File: src/rtl/grf_wb_arbiter.sv
// GRF write-port arbiter: merges primary retirement writes with a queued secondary stream.
// Optional trace printing of issued writes is enabled by defining WB_TRACE_EN.
module grf_wb_arbiter #(
    parameter int unsigned DEPTH = 4,
    parameter int unsigned PTR_W = 3
) (
    input  logic        clk,
    input  logic        reset,
    input  logic        p_we,
    input  logic [4:0]  p_a3,
    input  logic [31:0] p_wd,
    input  logic [31:0] p_pc,
    input  logic        s_valid,
    output logic        s_ready,
    input  logic [4:0]  s_a3,
    input  logic [31:0] s_wd,
    input  logic [31:0] s_pc,
    input  logic [4:0]  chk_a,
    output logic        chk_hit,
    output logic        grf_we,
    output logic [4:0]  grf_a3,
    output logic [31:0] grf_wd,
    output logic [31:0] grf_wpc
);

    localparam int unsigned SLOTS = 1 << PTR_W;
    localparam int unsigned CNT_W = PTR_W + 1;

    logic [4:0]       a3_q [SLOTS];
    logic [4:0]       a3_d [SLOTS];
    logic [31:0]      wd_q [SLOTS];
    logic [31:0]      wd_d [SLOTS];
    logic [31:0]      pc_q [SLOTS];
    logic [31:0]      pc_d [SLOTS];
    logic [SLOTS-1:0] live_q, live_d;
    logic [PTR_W-1:0] wr_ptr_q, wr_ptr_d;
    logic [PTR_W-1:0] rd_ptr_q, rd_ptr_d;
    logic [CNT_W-1:0] count_q, count_d;

    logic        grf_we_q, grf_we_d;
    logic [4:0]  grf_a3_q, grf_a3_d;
    logic [31:0] grf_wd_q, grf_wd_d;
    logic [31:0] grf_wpc_q, grf_wpc_d;

    logic p_eff;
    logic enq;
    logic deq;

    function automatic logic [PTR_W-1:0] next_ptr(input logic [PTR_W-1:0] p);
        return (p == PTR_W'(DEPTH - 1)) ? '0 : p + 1'b1;
    endfunction

    assign s_ready = (count_q < CNT_W'(DEPTH)) && !reset;
    assign p_eff   = p_we && (p_a3 != 5'd0);
    assign enq     = s_valid && s_ready && (s_a3 != 5'd0);
    assign deq     = !p_eff && (count_q != '0);

    always_comb begin
        a3_d      = a3_q;
        wd_d      = wd_q;
        pc_d      = pc_q;
        live_d    = live_q;
        wr_ptr_d  = wr_ptr_q;
        rd_ptr_d  = rd_ptr_q;
        count_d   = count_q;
        grf_we_d  = 1'b0;
        grf_a3_d  = grf_a3_q;
        grf_wd_d  = grf_wd_q;
        grf_wpc_d = grf_wpc_q;

        if (p_eff) begin
            grf_we_d  = 1'b1;
            grf_a3_d  = p_a3;
            grf_wd_d  = p_wd;
            grf_wpc_d = p_pc;
        end else if (deq && live_q[rd_ptr_q]) begin
            grf_we_d  = 1'b1;
            grf_a3_d  = a3_q[rd_ptr_q];
            grf_wd_d  = wd_q[rd_ptr_q];
            grf_wpc_d = pc_q[rd_ptr_q];
        end

        // A younger primary write kills older queued writes to the same register.
        for (int unsigned i = 0; i < SLOTS; i++) begin
            if (p_eff && (a3_q[i] == p_a3)) begin
                live_d[i] = 1'b0;
            end
        end

        if (deq) begin
            live_d[rd_ptr_q] = 1'b0;
            rd_ptr_d         = next_ptr(rd_ptr_q);
        end

        // Applied after the squash so a same-cycle enqueue to the primary's register survives.
        if (enq) begin
            a3_d[wr_ptr_q]   = s_a3;
            wd_d[wr_ptr_q]   = s_wd;
            pc_d[wr_ptr_q]   = s_pc;
            live_d[wr_ptr_q] = 1'b1;
            wr_ptr_d         = next_ptr(wr_ptr_q);
        end

        if (enq && !deq) begin
            count_d = count_q + 1'b1;
        end else if (!enq && deq) begin
            count_d = count_q - 1'b1;
        end
    end

    always_comb begin
        chk_hit = 1'b0;
        for (int unsigned i = 0; i < SLOTS; i++) begin
            if (live_q[i] && (a3_q[i] == chk_a)) begin
                chk_hit = 1'b1;
            end
        end
        if (chk_a == 5'd0) begin
            chk_hit = 1'b0;
        end
    end

    always_ff @(posedge clk) begin
        if (reset) begin
            live_q    <= '0;
            wr_ptr_q  <= '0;
            rd_ptr_q  <= '0;
            count_q   <= '0;
            grf_we_q  <= 1'b0;
            grf_a3_q  <= '0;
            grf_wd_q  <= '0;
            grf_wpc_q <= '0;
        end else begin
            live_q    <= live_d;
            wr_ptr_q  <= wr_ptr_d;
            rd_ptr_q  <= rd_ptr_d;
            count_q   <= count_d;
            grf_we_q  <= grf_we_d;
            grf_a3_q  <= grf_a3_d;
            grf_wd_q  <= grf_wd_d;
            grf_wpc_q <= grf_wpc_d;
        end
    end

    always_ff @(posedge clk) begin
        a3_q <= a3_d;
        wd_q <= wd_d;
        pc_q <= pc_d;
    end

    assign grf_we  = grf_we_q;
    assign grf_a3  = grf_a3_q;
    assign grf_wd  = grf_wd_q;
    assign grf_wpc = grf_wpc_q;

`ifdef WB_TRACE_EN
    always_ff @(posedge clk) begin
        if (grf_we_q && (grf_a3_q != 5'd0)) begin
            $display("%d@%h: $%d <= %h", $time, grf_wpc_q, grf_a3_q, grf_wd_q);
        end
    end
`else
`endif

endmodule
File: config.mk
export PLATFORM = sky130hd
export DESIGN_NAME = grf_wb_arbiter
export DESIGN_NICKNAME = d
export VERILOG_FILES = /design/src/rtl/grf_wb_arbiter.sv
export SDC_FILE = /design/constraint.sdc
export NUM_CORES = 1
export LEC_CHECK = 0
export BUFFER_PORTS_ARGS = -buffer_cell sky130_fd_sc_hd__buf_2
export CAP_MARGIN = 20
export CORE_ASPECT_RATIO = 0.7
export CORE_UTILIZATION = 37
export CTS_CLUSTER_DIAMETER = 100
export DETAILED_ROUTE_END_ITERATION = 8
export HOLD_SLACK_MARGIN = 0.15
export PLACE_DENSITY = 0.56
export SYNTH_ARGS = -nofsm -noshare
export SYNTH_HDL_FRONTEND = slang
export SYNTH_SLANG_ARGS = --single-unit
File: constraint.sdc
create_clock -name clk -period 8.7 [get_ports clk]
set_input_delay 1.305 -clock clk [delete_from_list [all_inputs] [get_ports clk]]
set_output_delay 1.305 -clock clk [all_outputs]
set_load 0.02 [all_outputs]
==> flow_summary.ini, run 1 <==
[synthesis]
ys_ff_latch = 640
synth-main-ff-cell = edfxtp_1
yosysWarningCount = 0
syn-num-nets = 1499
synth_xor_area_frac = 0.0285
synthSimpleGateAreaFrac = 0.0303
synth_cell_types = 48
synth_top_family_by_area = multiplexers
synth_edf_count = 552
synth_mux_area_frac = 0.179
synthAdderAreaFrac = 0.00323
syn_inst = 1346
ys_seq_area_frac = 0.718
netlist_area_um2 = 25500
synthArstFlopShare = 0
avgSynthCellArea_um2 = 19.0
synth-compound-area-share = 0.0244

[drt]
ant_nets = 0
vias = 13100
drt_iter0_markers = 886
dr.pass1.iters = 4
wl_um = 58900
viasPerCell = 5.16
drc = 0
wl_per_cell_um = 23.3

[setup_path]
critPathArrivalTime_ns = 4.48
worstSetupEndpointType = register
crit_required_ns = 9.22
r2r_cells = 6
worstPathMaxFanout = 19
critical_path_depth = 13
crit_slowest_cell = or4_4
path_class = in -> reg
cp_top_family = simple AND/OR/NAND/NOR gates
worst-path-buf-inv = 3
crit_end = count_q[3]$_SDFFE_PP0P_
worst-r2r-setup-slack_ns = 5.24
cpPeakStageDelay_ns = 0.58
cp_cell_sequence = buf_2 -> or4_4 -> o21ai_4 -> and2_1 -> inv_1 -> ha_1 -> inv_1 -> ha_1 -> a21o_1 -> a21oi_1 -> xnor2_1 -> or3_1 -> a21oi_1
startpoint_type = input pin
startpoint = p_a3[0]
rr_endpoint = grf_wpc[31]$_SDFFE_PP0P_
reg2reg_from = rd_ptr_q[1]$_SDFFE_PP0N_

[hold_path]
hp-class = reg -> reg

[cts]
ctsHoldBuffers = 0
clk_pin_slew_worst_paths_ns = 0.06
h-tree-depth = 3
post_cts_buffers = 0
clockBufferDepth = 3
cts-root-buf = clkbuf_16
cts_resized = 0
clk_latency_ns = 0.59
clkSinkCount = 640
cts_tree = built
cts_buffers = 66

[floorplan]
rows = 80
core_um2 = 68200
die_w_um = 316
initial_core_util = 0.375
ios = 219
die_h_um = 222
die-area_um2 = 70100

[finish]
fill_cells = 5895
regArea_um2 = 18300
layout-drive-gt1-share = 0.341
syn_to_final_growth_pct = 16.1
nNetsFinal = 1724
final_cells = 2529
layout_common_cells = 552 x edfxtp_1, 218 x buf_2, 138 x mux4_2
final_common_cell = edfxtp_1
final_area_um2 = 29600
multi_input_area_um2 = 6810

[sta]
tightest_slew_ns = 1.08
rsz0062_at_grt = no
setup_violations = 0
slew_viol_final = 0
tns_ns = 0
period_needed_ns = 3.95
final.period_utilization = 0.454
fmax_mhz = 253
hold_ws_ns = 0.514
relSlewSlack = 0.280
hold_viol = 0
finClkSkew_ns = 0.0182

[power_and_ir_drop]
total_power_mw = 7.51
leakage_nw = 10.1
power_density_nw_per_um2 = 253
ir_drop_mv = 0.182

[grt]
grt.overflow.total = 0
grt_max_degree = 108
grt_pass1_vias = 13300
grt_pass1_wl_um = 87300
grt_antenna_before_repair = 12
grt_usage = 0.169

[placement]
portBuffers = 218
place_area_um2 = 27500
placed_cells = 2405
hpwlAfterDp_um = 34900
gp_congestion = 0.880

[status]
status = finished clean

[run]
drv_cap = 0
-- synth_stat cells, drive strengths merged, types with 2 or more instances --
library cell | instances | share of area
o221ai | 5 | 0.0017
xnor2 | 28 | 0.0096
nor3 | 9 | 0.0018
or3 | 3 | 0.00074
ha | 5 | 0.0024
buf | 40 | 0.010
inv | 9 | 0.0013
o311ai | 6 | 0.0032
nand2b | 8 | 0.0021
nand4 | 3 | 0.00074
nor2b | 2 | 0.00049
or4 | 6 | 0.0019
nand4b | 5 | 0.0017
mux2 | 67 | 0.030
nor4 | 10 | 0.0024
nor2 | 7 | 0.0010
o21ai | 67 | 0.014
a21oi | 17 | 0.0033
mux4 | 138 | 0.12
edfxtp | 552 | 0.65
xor2 | 55 | 0.019
clkbuf | 37 | 0.0054
mux2i | 70 | 0.027
nand3b | 7 | 0.0022
nand2 | 70 | 0.010
dfxtp | 88 | 0.069
nand3 | 21 | 0.0041
-- power breakdown --
group          leakage (nW)  internal, mW  switching (mW)
combinational          3.38         0.632           0.620
sequential             5.71          3.44          0.0898
clock                  1.01          1.58            1.14
-- metrics by stage --
stage,setup slack [ns],util
floorplan,0.969,-
global placement,4.16,0.404
detailed placement,4.17,0.404
CTS,4.75,0.435
global route,4.60,0.435
finish,4.75,0.435
-- cells by family after synthesis --
logic type / Yosys count
adders and majority gates: 6
and+or+nand+nor: 154
xor gates and xnor gates: 83
AOI/OAI and AO/OA: 102
muxes: 275
DFF: 640
buffers and inverters: 86
-- final cells by class --
class,instances,area share
well taps,902,0.0381
inverters,9,0.00139
diodes,5,0.000422
repair buffers,234,0.0413
clock inverters,35,0.00861
multi-input cells,620,0.230
flip-flops and latches,640,0.619
clock buffers,84,0.0618
-- worst min-delay path, stage by stage (launching register included) --
cell     delay, ns
dfxtp_1       0.33
o21ai_0       0.08
a21oi_1       0.06
-- registers in the layout, summed over array words and instances, names as in the netlist, 4 cells and up --
name and cells:
a3_q 40, count_q 4, pc_q 256, live_q 8
wd_q 256, grf_wpc 32, grf_wd 32, grf_a3 5
-- worst min-delay path by stage --
stage	cells after the start	from	slack (ns)	endpoint
floorplan	2	live_q[6]$_SDFF_PP0_	0.47	live_q[6]$_SDFF_PP0_
global placement	2	grf_wd[30]$_SDFFE_PP0P_	0.50	grf_wd[30]$_SDFFE_PP0P_
detailed placement	2	count_q[3]$_SDFFE_PP0P_	0.51	count_q[3]$_SDFFE_PP0P_
CTS	2	count_q[3]$_SDFFE_PP0P_	0.52	count_q[3]$_SDFFE_PP0P_
global route	2	grf_wd[18]$_SDFFE_PP0P_	0.55	grf_wd[18]$_SDFFE_PP0P_
finish	2	count_q[3]$_SDFFE_PP0P_	0.51	count_q[3]$_SDFFE_PP0P_
-- layer usage --
metal / vias up / global-route usage / routed length (um)
met1: 6795 / 0.250 / 27900
met3: 85 / 0.0406 / 3340
li1: 5850 / - / -
met5: - / 0 / 106
met4: 16 / 0.0411 / 976
met2: 308 / 0.250 / 26600
Power figures use the tool's default switching activity.
==> run 2, diff against run 1 <==
- clock period: 8.7 -> 3.6 ns (I/O delays scaled with it)
==> run 2 against run 1 <==
Net effect:
- sequential share of layout area down 2.0 points
- register-to-register slack got worse by 4.5 ns
- hold slack got worse by 0.31 ns
- total power increased by 140%
- sequential cell count unchanged
- sequential power increased by 140%
- clock-buffer cell count rose by 8
- non-clock buffer count rose by 80
- via count grew 2.3%
- final cell count rose by 3.3%
- design area grew 3.4%
- largest cell class unchanged
- combinational power rose to 2.6 times the previous value
==> flow_summary.ini, run 2 (same netlist as run 1, synthesis figures left out) <==
[finish]
biggestRegsByFlops = pc_q x256, wd_q x256, a3_q x40
final_cells = 2612
multi_input_area_um2 = 6830
layout_common_cells = 552 x edfxtp_1, 218 x buf_2, 138 x mux4_2
layout-drive-gt1-share = 0.336
nNetsFinal = 1805
final_common_cell = edfxtp_1
regArea_um2 = 18300
syn_to_final_growth_pct = 20.0
fill_cells = 5880

[hold_path]
min-delay-start = s_wd[7]
hold_path_end = wd_q[103]$_DFFE_PP_
hp-class = in -> reg
hold_depth = 1

[drt]
vias = 13400
ant_nets = 0
wl_um = 59500
drt_iter0_markers = 894
drc = 0
wl_per_cell_um = 22.8
viasPerCell = 5.11
dr.pass1.iters = 5

[placement]
hpwlAfterDp_um = 34300
gp_congestion = 0.869
portBuffers = 218
placed_cells = 2423

[grt]
grt_usage = 0.170
grt.overflow.total = 0
grt_antenna_before_repair = 10
grt_pass1_vias = 13600
grt_pass1_wl_um = 87600
grt_max_degree = 135

[cts]
cts_tree = built
clockBufferDepth = 3
post_cts_buffers = 0
cts_buffers = 67
clk_pin_slew_worst_paths_ns = 0.06
clk_latency_ns = 0.59
h-tree-depth = 3
cts_resized = 0
ctsHoldBuffers = 62
cts-root-buf = clkbuf_16
clkSinkCount = 640

[setup_path]
rr_endpoint = count_q[3]$_SDFFE_PP0P_
worstSetupEndpointType = primary output
cp_top_family = simple AND/OR/NAND/NOR gates
crit_required_ns = 3.06
startpoint_type = register
crit_slowest_cell = nor4_1
critPathArrivalTime_ns = 2.38
cp_cell_sequence = xor2_1 -> nor4_1 -> nand3_1 -> nand4_1 -> o22a_1 -> buf_2
worst-r2r-setup-slack_ns = 0.77
path_class = reg -> out
worstPathMaxFanout = 3
reg2reg_from = count_q[3]$_SDFFE_PP0P_
cpPeakStageDelay_ns = 0.48
worst-path-buf-inv = 1
r2r_cells = 11

[sta]
relSlewSlack = 0.371
finClkSkew_ns = 0.0159
final.period_utilization = 0.811
period_needed_ns = 2.92
fmax_mhz = 343
tightest_slew_ns = 0.944
hold_viol = 0
rsz0062_at_grt = no
hold_ws_ns = 0.204
slew_viol_final = 0
setup_violations = 0

[floorplan]
die_w_um = 316
initial_core_util = 0.375
rows = 80
core_um2 = 68200
die_h_um = 222
ios = 219
die-area_um2 = 70100

[power_and_ir_drop]
power_switching_mw = 4.57
p_comb_frac = 0.174
pwr-share-seq = 0.461
cell_internal_pwr_mw = 13.8
switching_share = 0.249
leakage_nw = 10.5
power_density_nw_per_um2 = 600
total_power_mw = 18.4
clockPowerShare = 0.365
ir_drop_mv = 0.331

[status]
status = finished clean

[run]
drv_cap = 0
==> run 2: cell type report <==
cell class / count / share of cell area
multi-input cells: 620 / 0.223
well taps: 902 / 0.0368
repair buffers: 314 / 0.0707
clock buffers: 92 / 0.0595
inverters: 9 / 0.00135
diodes: 3 / 0.000245
clock inverters: 32 / 0.00964
flip-flops and latches: 640 / 0.599
==> run 2: metrics by stage <==
step	setup TNS [ns]	setup WS, ns	area, um2	utilization
floorplan	-14.42	-0.207	25600	-
CTS	0	0.619	30600	0.449
global placement	0	0.309	27900	0.409
global route	0	0.527	30600	0.449
detailed placement	0	0.314	27900	0.409
finish	0	0.681	30600	0.450
==> run 2: power by group through the flow <==
stage | clock (mW) | combinational [mW] | sequential, mW
after floorplan | 0 | 2.29 | 8.68
after CTS | 6.91 | 3.28 | 8.47
final | 6.70 | 3.20 | 8.48
after global placement | 0 | 3.21 | 8.62
after detailed placement | 0 | 3.22 | 8.63
after global routing | 7.17 | 3.46 | 8.50
==> run 2: worst max path at each step <==
stage / from / to / slack, ns / cells past startpoint
after floorplan: reset / a3_q[35]$_DFFE_PP_ / -0.21 / 3
after global placement: s_a3[3] / count_q[3]$_SDFFE_PP0P_ / 0.31 / 12
after detailed placement: s_a3[3] / count_q[3]$_SDFFE_PP0P_ / 0.31 / 12
after CTS: a3_q[31]$_DFFE_PP_ / chk_hit / 0.62 / 6
after global routing: a3_q[31]$_DFFE_PP_ / chk_hit / 0.53 / 6
final: a3_q[32]$_DFFE_PP_ / chk_hit / 0.68 / 6
==> run 2: metal layers <==
layer  vias up  wire length, um  GRT usage
met2       295            27400      0.257
met4        16              925     0.0396
li1       6001                -          -
met5         -              111          0
met3        83             3310     0.0413
met1      6960            27700      0.246
